File: src/rtl/pwm_ramp_ctrl.sv
// Slews the PWM duty toward a commanded target by one step per PWM period.
// Duty updates on the edge sampling period_tick; commands stall (cmd_ready=0) while ramping or during abort.
module pwm_ramp_ctrl #(
  parameter  int PERIOD = 100,
  parameter  int STEP_W = 8,
  localparam int DW     = $clog2(PERIOD + 1)
) (
  input  logic              clk,
  input  logic              reset_n,
  input  logic              period_tick,
  input  logic              cmd_valid,
  output logic              cmd_ready,
  input  logic [DW-1:0]     cmd_target,
  input  logic [STEP_W-1:0] cmd_step,
  input  logic              abort,
  output logic [DW-1:0]     duty,
  output logic              busy,
  output logic              done
);

  // Step is held wide enough both for the raw field and for an unsigned |tgt-duty| compare.
  localparam int            SW   = (STEP_W > DW + 1) ? STEP_W : DW + 1;
  localparam logic [DW-1:0] MAXD = DW'(PERIOD);

  typedef enum logic {
    IDLE = 1'b0,
    RAMP = 1'b1
  } state_t;

  state_t        r_state, w_state_nxt;
  logic [DW-1:0] r_duty, w_duty_nxt;
  logic [DW-1:0] r_tgt, w_tgt_nxt;
  logic [SW-1:0] r_stp, w_stp_nxt;
  logic          r_done, w_done_nxt;
  logic [SW-1:0] w_dist;

  assign w_dist = (r_tgt >= r_duty) ? (SW'(r_tgt) - SW'(r_duty))
                                    : (SW'(r_duty) - SW'(r_tgt));

  assign cmd_ready = (r_state == IDLE) && !abort;
  assign duty      = r_duty;
  assign busy      = (r_state == RAMP);
  assign done      = r_done;

  always_ff @(posedge clk or negedge reset_n) begin
    if (!reset_n) begin
      r_state <= IDLE;
      r_duty  <= '0;
      r_tgt   <= '0;
      r_stp   <= '0;
      r_done  <= 1'b0;
    end else begin
      r_state <= w_state_nxt;
      r_duty  <= w_duty_nxt;
      r_tgt   <= w_tgt_nxt;
      r_stp   <= w_stp_nxt;
      r_done  <= w_done_nxt;
    end
  end

  always_comb begin
    w_state_nxt = r_state;
    w_duty_nxt  = r_duty;
    w_tgt_nxt   = r_tgt;
    w_stp_nxt   = r_stp;
    w_done_nxt  = 1'b0;

    if (abort) begin
      w_state_nxt = IDLE;
      w_duty_nxt  = '0;
    end else begin
      case (r_state)
        IDLE: begin
          // A tick coinciding with acceptance is deliberately not acted on.
          if (cmd_valid) begin
            w_tgt_nxt   = (cmd_target > MAXD) ? MAXD : cmd_target;
            w_stp_nxt   = SW'(cmd_step);
            w_state_nxt = RAMP;
          end
        end
        RAMP: begin
          if (period_tick) begin
            if (r_stp == '0 || r_stp >= w_dist) begin
              w_duty_nxt  = r_tgt;
              w_done_nxt  = 1'b1;
              w_state_nxt = IDLE;
            end else if (r_tgt > r_duty) begin
              // r_stp < w_dist <= PERIOD here, so the low DW bits hold it exactly.
              w_duty_nxt = r_duty + r_stp[DW-1:0];
            end else begin
              w_duty_nxt = r_duty - r_stp[DW-1:0];
            end
          end
        end
        default: w_state_nxt = IDLE;
      endcase
    end
  end

endmodule

File: config.mk
export PLATFORM = sky130hd
export DESIGN_NAME = pwm_ramp_ctrl
export DESIGN_NICKNAME = d
export VERILOG_FILES = /design/src/rtl/pwm_ramp_ctrl.sv
export SDC_FILE = /design/constraint.sdc
export NUM_CORES = 1
export LEC_CHECK = 0
export CORE_UTILIZATION = 35
export CTS_CLUSTER_SIZE = 10
export DETAILED_ROUTE_END_ITERATION = 7
export PLACE_DENSITY_LB_ADDON = 0.2
export SLEW_MARGIN = 10
export SYNTH_ARGS = -nofsm -noshare
export SYNTH_HDL_FRONTEND = slang
export SYNTH_SLANG_ARGS = --single-unit
File: constraint.sdc
create_clock -name clk -period 8.8 [get_ports clk]
set_input_delay 1.76 -clock clk [delete_from_list [all_inputs] [get_ports clk]]
set_output_delay 1.76 -clock clk [all_outputs]
set_load 0.05 [all_outputs]
======== Word-level counts from Yosys, hierarchy flattened ========
Index checks and enable logic that the tools add are counted.
Widths: inputs -> output; s select.
word-level totals
  bits in registers ....................... 24
  latch bits .............................. 0
  memory bits (writable) .................. 0
  ROM bits ................................ 0
  input bits .............................. 20
  output and inout bits ................... 10
  logic and storage cells ................. 39
  memories ................................ 0
cells by class
  $add $sub $neg .......................... 4
  $mul .................................... 0
  divide/modulo/power cells ............... 0
  order comparisons ....................... 4
  eq/ne operators ......................... 0
  shift-type cells ........................ 0
  muxes and demuxes ....................... 16
  bitwise gates (word level) .............. 2
  reduce and logical (&&, ||, !) cells .... 8
operators with widths
  operator            count
  $mux 7              6
  $sub 7x7->8         2
  $ge 8x8->1          1
  $logic_not 8->1     1
  $mux 1              8
  $mux 8              1
  $add 7x7->7         1
  $ge 7x7->1          1
  $gt 7x7->1          1
  $gt 7x7->1 const B  1
  $sub 7x7->7         1
  $reduce_bool 2->1   2
  $reduce_and 3->1    1
  $not 1->1           2
  $pmux 1 s2          1
  $reduce_and 2->1    1
  $logic_and 1x1->1   1
  $logic_not 1->1     1
  $logic_or 1x1->1    1

======== Logic depth before layout (Yosys ltp) ========
  depth in word-level cells ............... 8
  gate-level depth with buffers ........... 18
  gate-level depth less buffers ........... 17

======== Worst setup path after synthesis ========
OpenSTA, ideal clock, no wires.
  path type ............................... input to output
  start point ............................. input port abort
  end point ............................... output port cmd_ready
  arrival ................................. 2.443 ns
  slack ................................... 4.597 ns
  stages on the path ...................... 1
  buffers on the path ..................... 0
  cell sequence ........................... nor2_1
between the ends
  word-level cells in the longest chain between the ends .. 2
ends and longest elaborated chain
  what               line  source
  start, declared    15    input logic abort,
  $logic_not 1->1    40    assign cmd_ready = (r_state == IDLE) && !abort;
  $logic_and 1x1->1  40
  end, declared      12    output logic cmd_ready,
No other way between the ends.

======== Worst setup path after layout ========
Same ends and word-level chain as after synthesis.

==> summary.txt <==
Logic synthesis
  – Post-synth EDFFs: 0
  – Ys Warns: 0
  – Syn Area/Cell: 9.49 sq um
  – Post-synth top area share: 27.7%
  – Post-synthesis sequential area ratio: 27.7%
  – Post-synth top area cell: dfrtp_1
  – Largest cells by area after synthesis: dfrtp_1 28%, ha_1 17%, mux2_2 6.2%, mux2i_1 4.6%, inv_1 4.2%
  – Synthesized Nets: 280
  – Cell Area, Synth: 0.00216 sq mm
  – Post-synth top flop: dfrtp_1
  – Yosys reg bits: 24
  – Post-Syn Instances: about 230
  – Async SR Flop Fraction: 100%
  – Number of library cell types mapped by synthesis: 49

Worst setup path
  – CP Depth: 3
  – Worst Setup End Kind: output port
  – Slowest stage delay, CP: 830 ps
  – WP buf/inv: 2
  – Critical R2R Capture: duty[0]$_DFFE_PN0P_
  – Crit path launch type: input pin
  – CP max stage cell: clkdlybuf4s50_1
  – Flop2flop setup slack: around 4400 ps
  – CP Max Fanout: 11
  – Crit path arrival time: 3420 ps
  – R2R cell count: 15
  – CP dominant cell by count: clkdlybuf4s50_1
  – Worst Path Required: 7040 ps
  – Setup CP Type: in -> out
  – Reg2reg start: duty[1]$_DFFE_PN0P_
  – Cell family with most CP delay: buffers and inverters
  – CP Cell Sequence: clkdlybuf4s50_1, nor2_1, clkdlybuf4s50_1

Timing
  – Final period util: about three fifths
  – Fin worst setup slack: approximately 3600 ps
  – Setup Skew: 3.64 ps
  – Slew @ Worst Pin: 711 ps
  – Max Slew Vio Count: 0
  – Slew Limit Headroom: 52.5%
  – RSZ-0062 raised after global routing: false
  – Hold Fails Final Rpt: 0
  – Setup TNS: 0 ps
  – Final Critical Period: 5180 ps
  – Final setup fails: 0
  – Max Fclk: 0.193 GHz

Floorplan
  – Die Ht: 80.6 um
  – Row count: 28
  – Initial Utilization: between 30% and 40%
  – Die footprint: between 0.006 and 0.007 sq mm
  – I/O pin cnt: 30
  – Die Width: 80.6 um
  – Core ar.: 0.00596 sq mm

Routing
  – WL per Instance: 13.8 um
  – Drt total wl: 4580 um
  – Antenna Nets Post-Route: 0
  – Vias per Instance: 5.14
  – Iteration-0 DRC count of the detailed router: between 60 and 70
  – Via Count: 1,700
  – Drt first pass iters: 4
  – DR DRC count: 0

Finish
  – Layout Nets: 309
  – Antenna diode count: 0
  – Syn-to-layout area delta: 19.7%
  – Filler cell count: 612
  – Share of layout cells above drive strength 1: 9.77%

Placement
  – Dpl ws: 3620 ps
  – Hpwl dp: 3790 um
  – Gp weighted congestion: 0.834
  – Number of port buffers: 29

Clocking
  – Clk slew on worst S/H paths: 90 ps
  – CTS tree: yes
  – Clk_lat worst skew: 280 ps
  – Bufs on Longest Clock Path: 2
  – Root Buffer: clkbuf_8
  – Post-CTS Hold Fix Bufs: 0
  – Post-CTS Setup Bufs: 0
  – Cts repair resizes: 0
  – H-tree depth: 1
  – CTS sink cnt: 24
  – Inserted Clock Buffers: 3

Pwr
  – Pwr dens: 368 mW/mm^2
  – Leak: 1.17 nW
  – Peak supply drop: around 0.12 mV

Worst hold path
  – Worst hold path class: reg -> reg
  – Hold Path Depth: 1
  – Hold path start: r_stp[7]$_DFFE_PN0P_
  – Hold EP: r_stp[7]$_DFFE_PN0P_

Run
  – Max Cap Viol: 0

Global route
  – Largest net degree at the start of global routing: 25
  – Antenna violations before repair: 0
  – First-pass GRT wire length: between 8000 and 9000 um
  – Total GRT Usage: 16.3%
  – Vias in the first global route: 1,706
  – GR Overflow Total: 0

Run status
  – Status: completed
## stage by stage
step / util (%) / total power, W / hold slack [ps] / instances / cell area, sq um
2_1_floorplan: - / 0.000710 / 496 / 228 / 2160
3_3_place_gp: 42.4 / 0.000848 / 532 / 327 / 2520
3_5_place_dp: 42.4 / 0.000852 / 548 / 327 / 2520
4_1_cts: 43.6 / 0.000959 / 568 / 331 / 2590
5_1_grt: 43.5 / 0.00106 / 589 / 331 / 2590
6_report: 43.5 / 0.000953 / 560 / 331 / 2590
## worst reg2reg max path, delay by kind of cell (launching register included)
family | cells | cell delay, ps
compound gates | 6 | 1230
fa+ha+maj | 2 | 770
simple gates | 2 | 660
mux | 2 | 570
flops | 1 | 530
buf+inv | 2 | 380
xor+xnor | 1 | 140
## power by group
group	switching, W	internal (W)	total [W]
logic	0.000359	0.000324	0.000683
registers	0.0000352	0.000135	0.000171
clock network	0.0000384	0.0000609	0.0000993
## worst max path at each step
stage / start / endpoint / slack (ps)
detailed placement: abort / cmd_ready / 3620
global placement: abort / cmd_ready / 3650
finish: abort / cmd_ready / 3620
CTS: abort / cmd_ready / 3630
global route: abort / cmd_ready / 3530
floorplan: abort / cmd_ready / 4600
## flip-flops by register name (all words and copies together), names as in the netlist
| signal | flops |
|---|---|
| busy | 1 |
| duty | 7 |
| r_tgt | 7 |
| r_stp | 8 |
| done | 1 |
## layout make-up
type / count / area [sq um] / share of cell area (%)
clock inverters: 1 / 30.0 / 1.16
clock buffers: 3 / 41.3 / 1.59
repair buffers: 30 / 293 / 11.3
multi-input cells: 174 / 1440 / 55.7
inverters: 24 / 90.1 / 3.48
well taps: 75 / 93.8 / 3.62
flip-flops and latches: 24 / 601 / 23.2
## cell usage in the layout (no fill, tap or decap), types with 5 or more instances in the layout
master           netlist  final
a211oi_1               6      6
a21oi_1               11     11
clkdlybuf4s50_1        0     28
dfrtp_1               24     24
ha_1                  29     29
inv_1                 24     24
mux2_2                12     12
mux2i_1               10     10
nand2_1               11     11
nor2_1                17     17
nor3_1                 5      5
o21ai_0                6      6
xnor2_1                8      8
## Yosys cell counts (all sizes together), types with 2 or more instances
master and n:
nand3 4, nor3 7, mux2 12, o21bai 2, xnor2 8, a21o 4
o211ai 3, buf 4, nor2b 2, mux2i 10, o21ai 7, and2 3
nor2 18, nand2 12, nand4 2, dfrtp 24, ha 29, a21oi 13
nand2b 3, o31ai 2, a311oi 3, fa 3, or3 2, a22o 3
xor2 4, inv 24, a211oi 6, clkbuf 2
## cell families (layout without fill, tap and decap cells)
group,after synthesis,in the layout,synth area share (%)
buf+inv,30,58,5.66
xor+xnor,13,13,5.90
simple gates,55,55,12.8
fa+ha+maj,32,32,19.5
compound gates,52,52,17.5
flops,24,24,27.7
mux,22,22,10.9
## layer usage
| metal | track usage, % | wire length (um) | vias up |
|---|---|---|---|
| met3 | 1.36 | 87 | 5 |
| met4 | 3.75 | 48 | 0 |
| met1 | 23.3 | 2320 | 803 |
| li1 | - | - | 873 |
| met5 | 0 | 0 | - |
| met2 | 26.3 | 2120 | 19 |
(Power assumes the default switching activity.)
